### config.mk
export PLATFORM = sky130hd
export DESIGN_NAME = bulls_cows_engine
export DESIGN_NICKNAME = d
export VERILOG_FILES = /design/src/rtl/bcg_pkg.sv /design/src/rtl/bcg_scorer.sv /design/src/rtl/bulls_cows_engine.sv
export SDC_FILE = /design/constraint.sdc
export NUM_CORES = 1
export LEC_CHECK = 0
export CORE_ASPECT_RATIO = 1.75
export CORE_MARGIN = 1
export CORE_UTILIZATION = 27
export CTS_BUF_LIST = sky130_fd_sc_hd__clkbuf_4
export CTS_CLUSTER_DIAMETER = 80
export DETAILED_ROUTE_END_ITERATION = 10
export PLACE_DENSITY = 0.55
export SLEW_MARGIN = 5
export SYNTH_ARGS = -nofsm -noshare
export SYNTH_HDL_FRONTEND = slang
export SYNTH_HIERARCHICAL = 1
export SYNTH_SLANG_ARGS = --single-unit
### constraint.sdc
create_clock -name clk -period 22.5 [get_ports clk]
set_input_delay 4.5 -clock clk [delete_from_list [all_inputs] [get_ports clk]]
set_output_delay 4.5 -clock clk [all_outputs]
set_load 0.01 [all_outputs]
### src/rtl/bcg_pkg.sv
// Shared types and helpers for the Bulls-and-Cows engine: state encoding and score width.
package bcg_pkg;

  typedef enum logic [1:0] {
    IDLE  = 2'd0,
    ARMED = 2'd1,
    PLAY  = 2'd2,
    DONE  = 2'd3
  } bcg_state_t;

  // Width needed to hold a count from 0 to n inclusive.
  function automatic int cnt_w(input int n);
    return $clog2(n + 1);
  endfunction

endpackage

### src/rtl/bcg_scorer.sv
// Combinational xAyB scorer plus guess validity (digit range and uniqueness).
// Zero latency, no state; validity depends only on the guess.
module bcg_scorer
  import bcg_pkg::*;
#(
  parameter int NUM_DIGITS = 4,
  parameter int DIGIT_W    = 4,
  parameter int BASE       = 10
) (
  input  logic [NUM_DIGITS*DIGIT_W-1:0] secret,
  input  logic [NUM_DIGITS*DIGIT_W-1:0] guess,
  output logic [cnt_w(NUM_DIGITS)-1:0]  a,
  output logic [cnt_w(NUM_DIGITS)-1:0]  b,
  output logic                          valid
);

  localparam int CW = cnt_w(NUM_DIGITS);

  logic [DIGIT_W-1:0] s_dig [NUM_DIGITS];
  logic [DIGIT_W-1:0] g_dig [NUM_DIGITS];

  always_comb begin
    for (int i = 0; i < NUM_DIGITS; i++) begin
      s_dig[i] = secret[i*DIGIT_W +: DIGIT_W];
      g_dig[i] = guess[i*DIGIT_W +: DIGIT_W];
    end
  end

  // The extra bit keeps the range check correct when BASE == 2**DIGIT_W.
  always_comb begin
    valid = 1'b1;
    for (int i = 0; i < NUM_DIGITS; i++) begin
      if ({1'b0, g_dig[i]} >= (DIGIT_W+1)'(BASE))
        valid = 1'b0;
      for (int j = i + 1; j < NUM_DIGITS; j++) begin
        if (g_dig[i] == g_dig[j])
          valid = 1'b0;
      end
    end
  end

  always_comb begin
    a = '0;
    b = '0;
    for (int i = 0; i < NUM_DIGITS; i++) begin
      if (g_dig[i] == s_dig[i])
        a = a + CW'(1);
      else begin
        for (int j = 0; j < NUM_DIGITS; j++) begin
          if (j != i && g_dig[i] == s_dig[j])
            b = b + CW'(1);
        end
      end
    end
  end

endmodule

### src/rtl/bulls_cows_engine.sv
// Bulls-and-Cows round controller: secret latch, FSM, attempt counter and registered score/verdict.
// One-cycle latency from strobe to outputs; no backpressure, every strobe acts on the edge it is sampled.
module bulls_cows_engine
  import bcg_pkg::*;
#(
  parameter int NUM_DIGITS  = 4,
  parameter int DIGIT_W     = 4,
  parameter int BASE        = 10,
  parameter int MAX_GUESSES = 18
) (
  input  logic                             clk,
  input  logic                             rst,
  input  logic [NUM_DIGITS*DIGIT_W-1:0]    code_in,
  input  logic                             set_stb,
  input  logic                             start_stb,
  input  logic                             guess_stb,
  input  logic                             clear_stb,
  output logic [1:0]                       state_o,
  output logic [cnt_w(NUM_DIGITS)-1:0]     a_cnt,
  output logic [cnt_w(NUM_DIGITS)-1:0]     b_cnt,
  output logic                             result_valid,
  output logic                             code_err,
  output logic [$clog2(MAX_GUESSES+1)-1:0] guess_cnt,
  output logic [MAX_GUESSES-1:0]           used_bar,
  output logic                             win,
  output logic                             lose
);

  localparam int CW = cnt_w(NUM_DIGITS);
  localparam int GW = $clog2(MAX_GUESSES + 1);
  localparam int SW = NUM_DIGITS * DIGIT_W;

  bcg_state_t           state_q, state_d;
  logic [SW-1:0]        secret_q, secret_d;
  logic [CW-1:0]        a_q, a_d, b_q, b_d;
  logic                 rv_q, rv_d, err_q, err_d;
  logic [GW-1:0]        gc_q, gc_d;
  logic [MAX_GUESSES-1:0] used_q, used_d;
  logic                 win_q, win_d, lose_q, lose_d;

  logic [CW-1:0]        sc_a, sc_b;
  logic                 sc_valid;

  bcg_scorer #(
    .NUM_DIGITS (NUM_DIGITS),
    .DIGIT_W    (DIGIT_W),
    .BASE       (BASE)
  ) u_scorer (
    .secret (secret_q),
    .guess  (code_in),
    .a      (sc_a),
    .b      (sc_b),
    .valid  (sc_valid)
  );

  always_ff @(posedge clk or posedge rst) begin
    if (rst) begin
      state_q  <= IDLE;
      secret_q <= '0;
      a_q      <= '0;
      b_q      <= '0;
      rv_q     <= 1'b0;
      err_q    <= 1'b0;
      gc_q     <= '0;
      used_q   <= '0;
      win_q    <= 1'b0;
      lose_q   <= 1'b0;
    end else begin
      state_q  <= state_d;
      secret_q <= secret_d;
      a_q      <= a_d;
      b_q      <= b_d;
      rv_q     <= rv_d;
      err_q    <= err_d;
      gc_q     <= gc_d;
      used_q   <= used_d;
      win_q    <= win_d;
      lose_q   <= lose_d;
    end
  end

  always_comb begin
    state_d  = state_q;
    secret_d = secret_q;
    a_d      = a_q;
    b_d      = b_q;
    rv_d     = 1'b0;
    err_d    = 1'b0;
    gc_d     = gc_q;
    used_d   = used_q;
    win_d    = win_q;
    lose_d   = lose_q;

    // Clear overrides every other strobe; the secret is left stale on purpose.
    if (clear_stb) begin
      state_d = IDLE;
      a_d     = '0;
      b_d     = '0;
      gc_d    = '0;
      used_d  = '0;
      win_d   = 1'b0;
      lose_d  = 1'b0;
    end else begin
      unique case (state_q)
        IDLE: begin
          if (set_stb) begin
            if (sc_valid) begin
              secret_d = code_in;
              state_d  = ARMED;
            end else begin
              err_d = 1'b1;
            end
          end
        end
        ARMED: begin
          if (start_stb)
            state_d = PLAY;
        end
        PLAY: begin
          if (guess_stb) begin
            if (sc_valid) begin
              a_d    = sc_a;
              b_d    = sc_b;
              rv_d   = 1'b1;
              gc_d   = gc_q + GW'(1);
              used_d = (used_q << 1) | MAX_GUESSES'(1);
              if (sc_a == CW'(NUM_DIGITS)) begin
                win_d   = 1'b1;
                state_d = DONE;
              end else if (gc_q + GW'(1) == GW'(MAX_GUESSES)) begin
                lose_d  = 1'b1;
                state_d = DONE;
              end
            end else begin
              err_d = 1'b1;
            end
          end
        end
        DONE: begin
        end
        default: state_d = IDLE;
      endcase
    end
  end

  assign state_o      = state_q;
  assign a_cnt        = a_q;
  assign b_cnt        = b_q;
  assign result_valid = rv_q;
  assign code_err     = err_q;
  assign guess_cnt    = gc_q;
  assign used_bar     = used_q;
  assign win          = win_q;
  assign lose         = lose_q;

endmodule

**After elaboration in Yosys (flattened, before gate mapping)**

Index checks and enable logic that the tools add are counted.

- Bits in latches: 0
- Bits in registers: 51
- Output and inout port bits: 35
- Memory bits (writable): 0
- Input port bits: 22
- Memories kept: 0
- Word-level logic and storage cells: 158
- Bits in read-only memories: 0

- $add $sub $neg: 15
- Muxes and demuxes: 83
- Div/mod/pow operators: 0
- Equal/unequal tests: 33
- Reductions and logical operators: 12
- Shift-type cells: 0
- Order comparisons: 4
- Bitwise operators: 1
- Multipliers: 0

Operator list:

| kind | count |
|---|---|
| $mux 3 | 34 |
| $eq 4x4->1 | 22 |
| $mux 18 | 4 |
| $add 3x1->3 const B | 14 |
| $mux 1 | 31 |
| $mux 5 | 4 |
| $ge 4x4->1 const B | 4 |
| $mux 2 | 8 |
| $ne 3x3->1 const B | 5 |
| $reduce_bool 2->1 | 5 |
| $reduce_and 4->1 | 2 |
| $reduce_and 7->1 | 1 |
| $pmux 2 s3 | 1 |
| $add 5x1->5 const B | 1 |
| $eq 5x5->1 const B | 1 |
| $reduce_and 5->1 | 1 |
| $ne 4x4->1 const B | 1 |
| $reduce_bool 4->1 | 1 |
| $eq 3x3->1 const B | 1 |
| $reduce_and 3->1 | 1 |
| $eq 2x1->1 const B | 1 |
| $eq 2x2->1 const B | 1 |
| $logic_not 2->1 | 1 |
| $ne 2x2->1 const B | 1 |
| other kinds (2) | 2 |

**Depth between registers and ports, before layout**

- Word-level depth: 40
- Depth in mapped cells: 40
- Depth with buffers taken out: 39

**By module**

The synthesis kept the hierarchy.

By module, submodules not included:

| module | times used | sequential area each (um^2) | cells an instance | area each (um^2) |
|---|---|---|---|---|
| bulls_cows_engine | 1 | 1276.2 | 204 | 2198.4 |
| bcg_scorer | 1 | 0.0 | 240 | 1971.9 |

**Worst setup path before layout**

No wires, ideal clock.

- Path type: input to register
- Start: input code_in[2]
- End: register b_q[2], in the netlist b_cnt[2]
- Required time: 22.422 ns
- Buffers on the path: 1
- Library setup time: 0.078 ns
- Slack: 10.835 ns
- Stages: 38
- Data arrival time: 11.587 ns
- Cell sequence: clkbuf_1 xnor2_1 and4_1 ha_1 xnor2_1 nor2_4 ha_1 nand2_1 o31ai_1 ha_1 mux2_2 ha_1 nand2b_1 a32o_1 ha_1 nor2b_1 nor2_1 ha_1 [2 not listed] ha_1 a21oi_1 o21ai_0 o21a_1 o22a_1 ha_1 mux2_2 ha_1 and2_1 a221o_1 ha_1 nand2_1 xnor3_1 nand2_1 xnor2_1 xnor2_1 nand2_1 a21oi_1

- Word-level cells in the longest chain between the ends: 40
- Elaborated cells on any way between the ends: 59
- Classes of those cells: add/sub (11); order compare (1); eq/ne (7); mux (38); reduce/logical (2)

RTL lines:

| item | line | RTL |
|---|---|---|
| start: declaration | bulls_cows_engine.sv:13 | `input logic [NUM_DIGITS*DIGIT_W-1:0] code_in,` |
| $eq 4x4->1 | bcg_scorer.sv:50 | `if (j != i && g_dig[i] == s_dig[j])` |
| $mux 1 | bcg_scorer.sv:50 |  |
| $mux 3 | bcg_scorer.sv:46 | `if (g_dig[i] == s_dig[i])` |
| $add 3x1->3 | bcg_scorer.sv:51 | `b = b + CW'(1);` |
| $mux 3 | bcg_scorer.sv:50 |  |
| $mux 3 | bcg_scorer.sv:46 |  |
| $add 3x1->3 | bcg_scorer.sv:51 |  |
| $mux 3 | bcg_scorer.sv:50 |  |
| [25 not listed] | n/a |  |
| $add 3x1->3 | bcg_scorer.sv:51 |  |
| $mux 3 | bcg_scorer.sv:50 |  |
| $mux 3 (*) | bcg_scorer.sv:46 |  |
| net sc_b[2] | bulls_cows_engine.sv:41 | `logic [CW-1:0] sc_a, sc_b;` |
| $mux 3 (*) | bulls_cows_engine.sv:121 | `if (sc_valid) begin` |
| $mux 3 (*) | bulls_cows_engine.sv:120 | `if (guess_stb) begin` |
| $mux 3 (*) | bulls_cows_engine.sv:104 | `unique case (state_q)` |
| $mux 3 (*) | bulls_cows_engine.sv:95 | `if (clear_stb) begin` |
| end signal: assignment | bulls_cows_engine.sv:61 | `b_q <= '0;` |
| end signal: assignment | bulls_cows_engine.sv:72 | `b_q <= b_d;` |
| end: declaration | bulls_cows_engine.sv:35 | `logic [CW-1:0] a_q, a_d, b_q, b_d;` |

Mark *: on every way through the listed nets, which the timed path passes. The rest lies on a longest branch. The select of a mux whose other input is x is not followed.
A chain may end at the register's enable or synchronous reset.

**Worst setup path after layout**

- Start: input code_in[3]
- End: register b_q[2], in the netlist b_cnt[2]

Same word-level chain as after synthesis.

==> results.json <==
{
  "critical-path-slowest-cell": "sky130_fd_sc_hd__clkdlybuf4s50_1",
  "worst_slew_margin_rel_pct": 24.2,
  "drive_above_1_share_pct": 9.92,
  "drtAntennaViolNets": 0,
  "std_cell_rows": 59,
  "worst_setup_path_start_kind": "primary input",
  "layoutNonFillerInstCount": 668,
  "synth-main-ff-cell": "sky130_fd_sc_hd__dfrtp_1",
  "synth_fp_nets": 485,
  "clock.fmax_mhz": 81.5,
  "drt_drc_violations_left": 0,
  "die_w_um": 95.9,
  "synth-seq-area-share_pct": 30.6,
  "worst-path-buf-inv": 1,
  "post_synth_instance_area_um2": 4170,
  "finalCritPeriodShare_pct": 54.6,
  "crit_fanout": 9,
  "io_pins": 57,
  "port-buffer-count": 56,
  "final_core_utilization_pct": 32.8,
  "hold_path_startpoint": "win$_DFFE_PP0P_",
  "vdd_drop_max_mv": 0.0294,
  "cts_tree": "built",
  "place_area_um2": 4850,
  "initial_utilization_pct": 27.8,
  "dr.first_iter.drc_count": 143,
  "critPathRequiredTime_ns": 22.82,
  "htreeDepth": 2,
  "synthDistinctLibCells": 51,
  "gr_busiest_metal": "met2",
  "biggest_area_consumer_among_synthesized_cells": "sky130_fd_sc_hd__dfrtp_1",
  "sum_of_negative_setup_slack_ns": 0,
  "skew_ns": 0.0227,
  "run_status": "complete, no violations",
  "report.final.setup_viol": 0,
  "cts_num_sinks": 51,
  "min_path_type": "flip-flop to flip-flop",
  "critPathMostFrequentCell": "sky130_fd_sc_hd__ha_1",
  "overflow": 0,
  "final_net_count": 524,
  "grt.met3_usage_pct": 1.28,
  "clockRootBuffer": "sky130_fd_sc_hd__clkbuf_4",
  "met1_usage_pct": 14.5,
  "final.min_clock_period_ns": 12.28,
  "rsz0062_at_grt": "false",
  "post-layout-total-power_uw": 429,
  "synth.yosys.warnings": 6,
  "vert_die_dim_um": 166,
  "syn-mean-instance-area_um2": 9.39,
  "routedWlPerCell_um": 15.6,
  "global_route.usage.total_pct": 13.8,
  "initial_antenna_violation_count": 1,
  "number_of_global_route_vias_before_repair": 3317,
  "timing.setup.critical_path_class": "primary input to flip-flop",
  "detailroute.via_count": 3251,
  "tightestPinTransition_ns": 1.14,
  "worst_path_largest_cell_delay_ns": 0.75,
  "synth_top_area_share_pct": 30.6,
  "clk_path_buf_depth": 2,
  "core_region_area_um2": 15000,
  "place_inst": 659,
  "largest_net_degree_at_the_start_of_global_routing": 52,
  "critical_path.endpoint_type": "flip-flop",
  "place_hpwl_um": 8060,
  "synth-edff-count": 0,
  "area.growth.synth_to_final_pct": 18.0,
  "critical_path.startpoint": "code_in[3]",
  "first_pass_grt_wire_length_um": 17000,
  "library_cell_with_the_highest_instance_count_after_synthesis": "sky130_fd_sc_hd__nand2_1",
  "critical_path_arrival_ns": 12.59,
  "critPathTopFamily": "adder cells",
  "power.density_nw_per_um2": 87.2,
  "post-cts-setup-buffers": 0,
  "die-area_um2": 16000,
  "rrSetupSlack_ns": 14.52,
  "worstSkewPairLatency_ns": 0.40,
  "syn-instance-count": 444,
  "final_design_area_no_fill_um2": 4920,
  "first_pass_iters": 4,
  "detail_route.wirelength_um": 10400,
  "final-max-slew-violation-count": 0,
  "route.detailed.vias_per_inst": 4.87,
  "synth.area.top_cells": "sky130_fd_sc_hd__dfrtp_1 (31%), sky130_fd_sc_hd__xor2_1 (13%), sky130_fd_sc_hd__xnor2_1 (10%)",
  "power_leakage_uw": 0.00209,
  "synth_common_cells": "sky130_fd_sc_hd__nand2_1 (71), sky130_fd_sc_hd__xor2_1 (62), sky130_fd_sc_hd__dfrtp_1 (51), sky130_fd_sc_hd__xnor2_1 (49), sky130_fd_sc_hd__a21oi_1 (28)",
  "worst_r2r_startpoint": "secret_q[6]$_DFFE_PP0P_",
  "max_cap_viol_count": 0,
  "gr-usage-met2_pct": 25.9,
  "postCtsHoldBufs": 0,
  "clk_pin_slew_worst_paths_ns": 0.17,
  "cts-resized-gates": 0,
  "gp_routability_congestion": 0.890,
  "numCtsBuffers": 5,
  "timing.final.hold_violations": 0,
  "ys_ff_latch": 51,
  "ffs_w_async_s_r_synth_pct": 100
}
power breakdown:
part	total, uW	internal [uW]	switching, uW
Sequential	134	104	29.7
Clock	46.5	13.3	33.2
Combinational	249	120	129
Total	429	237	192
cells in the final DEF (no fill, tap or decap), types with 9 or more instances in the layout:
cell type and count:
sky130_fd_sc_hd__a21oi_1 28, sky130_fd_sc_hd__clkdlybuf4s50_1 56, sky130_fd_sc_hd__dfrtp_1 51, sky130_fd_sc_hd__nand4_1 10, sky130_fd_sc_hd__ha_1 19, sky130_fd_sc_hd__nand2_1 71
sky130_fd_sc_hd__mux2_4 10, sky130_fd_sc_hd__nor2_1 19, sky130_fd_sc_hd__xnor2_1 49, sky130_fd_sc_hd__xor2_1 62, sky130_fd_sc_hd__inv_1 11, sky130_fd_sc_hd__o21ai_0 9
cell families (layout without fill, tap and decap cells):
logic type	Yosys count	after routing	share of synthesized area (%)
other	0	1	0
adders and majority gates	19	19	5.70
DFF	51	51	30.6
xor gates and xnor gates	117	117	26.8
and+or+nand+nor	141	141	18.1
muxes	21	21	6.51
buffers and inverters	41	81	4.53
AOI/OAI and AO/OA	54	54	7.74
layout make-up:
type	count	area, um^2
Inverter	13	48.8
Clock buffer	5	37.5
Sequential cell	51	1280
Fill cell	1557	10100
Clock inverter	3	26.3
Multi-Input combinational cell	352	2710
Tap cell	183	229
Timing Repair Buffer	60	591
Antenna cell	1	2.50
state kept, by name (all words and copies together) (netlist names):
register	cells
secret_q	16
state_o	2
code_err	1
used_bar	18
b_cnt	3
guess_cnt	5
a_cnt	3
lose	1
result_valid	1
win	1
per-layer routing:
metal,routed length [um],share of wire (%),up-vias
li1,-,-,1561
met1,3880,37,1593
met2,5750,55,70
met3,265,2.5,27
met4,519,5.0,0
met5,0,0,-
per-stage QoR:
| stage | hold WS [ns] | setup WS, ns |
|---|---|---|
| detailed placement | 0.499 | 9.83 |
| global route | 0.573 | 9.76 |
| global placement | 0.484 | 10.06 |
| CTS | 0.539 | 10.24 |
| floorplan | 0.529 | 10.84 |
| finish | 0.537 | 10.22 |
path summary, 6_finish.rpt:
| path | end | depth (start not counted) |
|---|---|---|
| max in group asynchronous | secret_q[12]$_DFFE_PP0P_ | 3 |
| min in group asynchronous | guess_cnt[4]$_DFFE_PP0P_ | 3 |
| hold reg to reg | win$_DFFE_PP0P_ | 2 |
| hold / removal | win$_DFFE_PP0P_ | 2 |
| setup / recovery | b_cnt[2]$_DFFE_PP0P_ | 38 |
| setup reg to reg | b_cnt[2]$_DFFE_PP0P_ | 37 |
worst min-delay path: stages (launching register included):
cell and delay [ns]:
sky130_fd_sc_hd__dfrtp_1 0.39, sky130_fd_sc_hd__a31oi_1 0.05, sky130_fd_sc_hd__nor2_1 0.07
No activity file was read; power rests on OpenSTA's default activity.
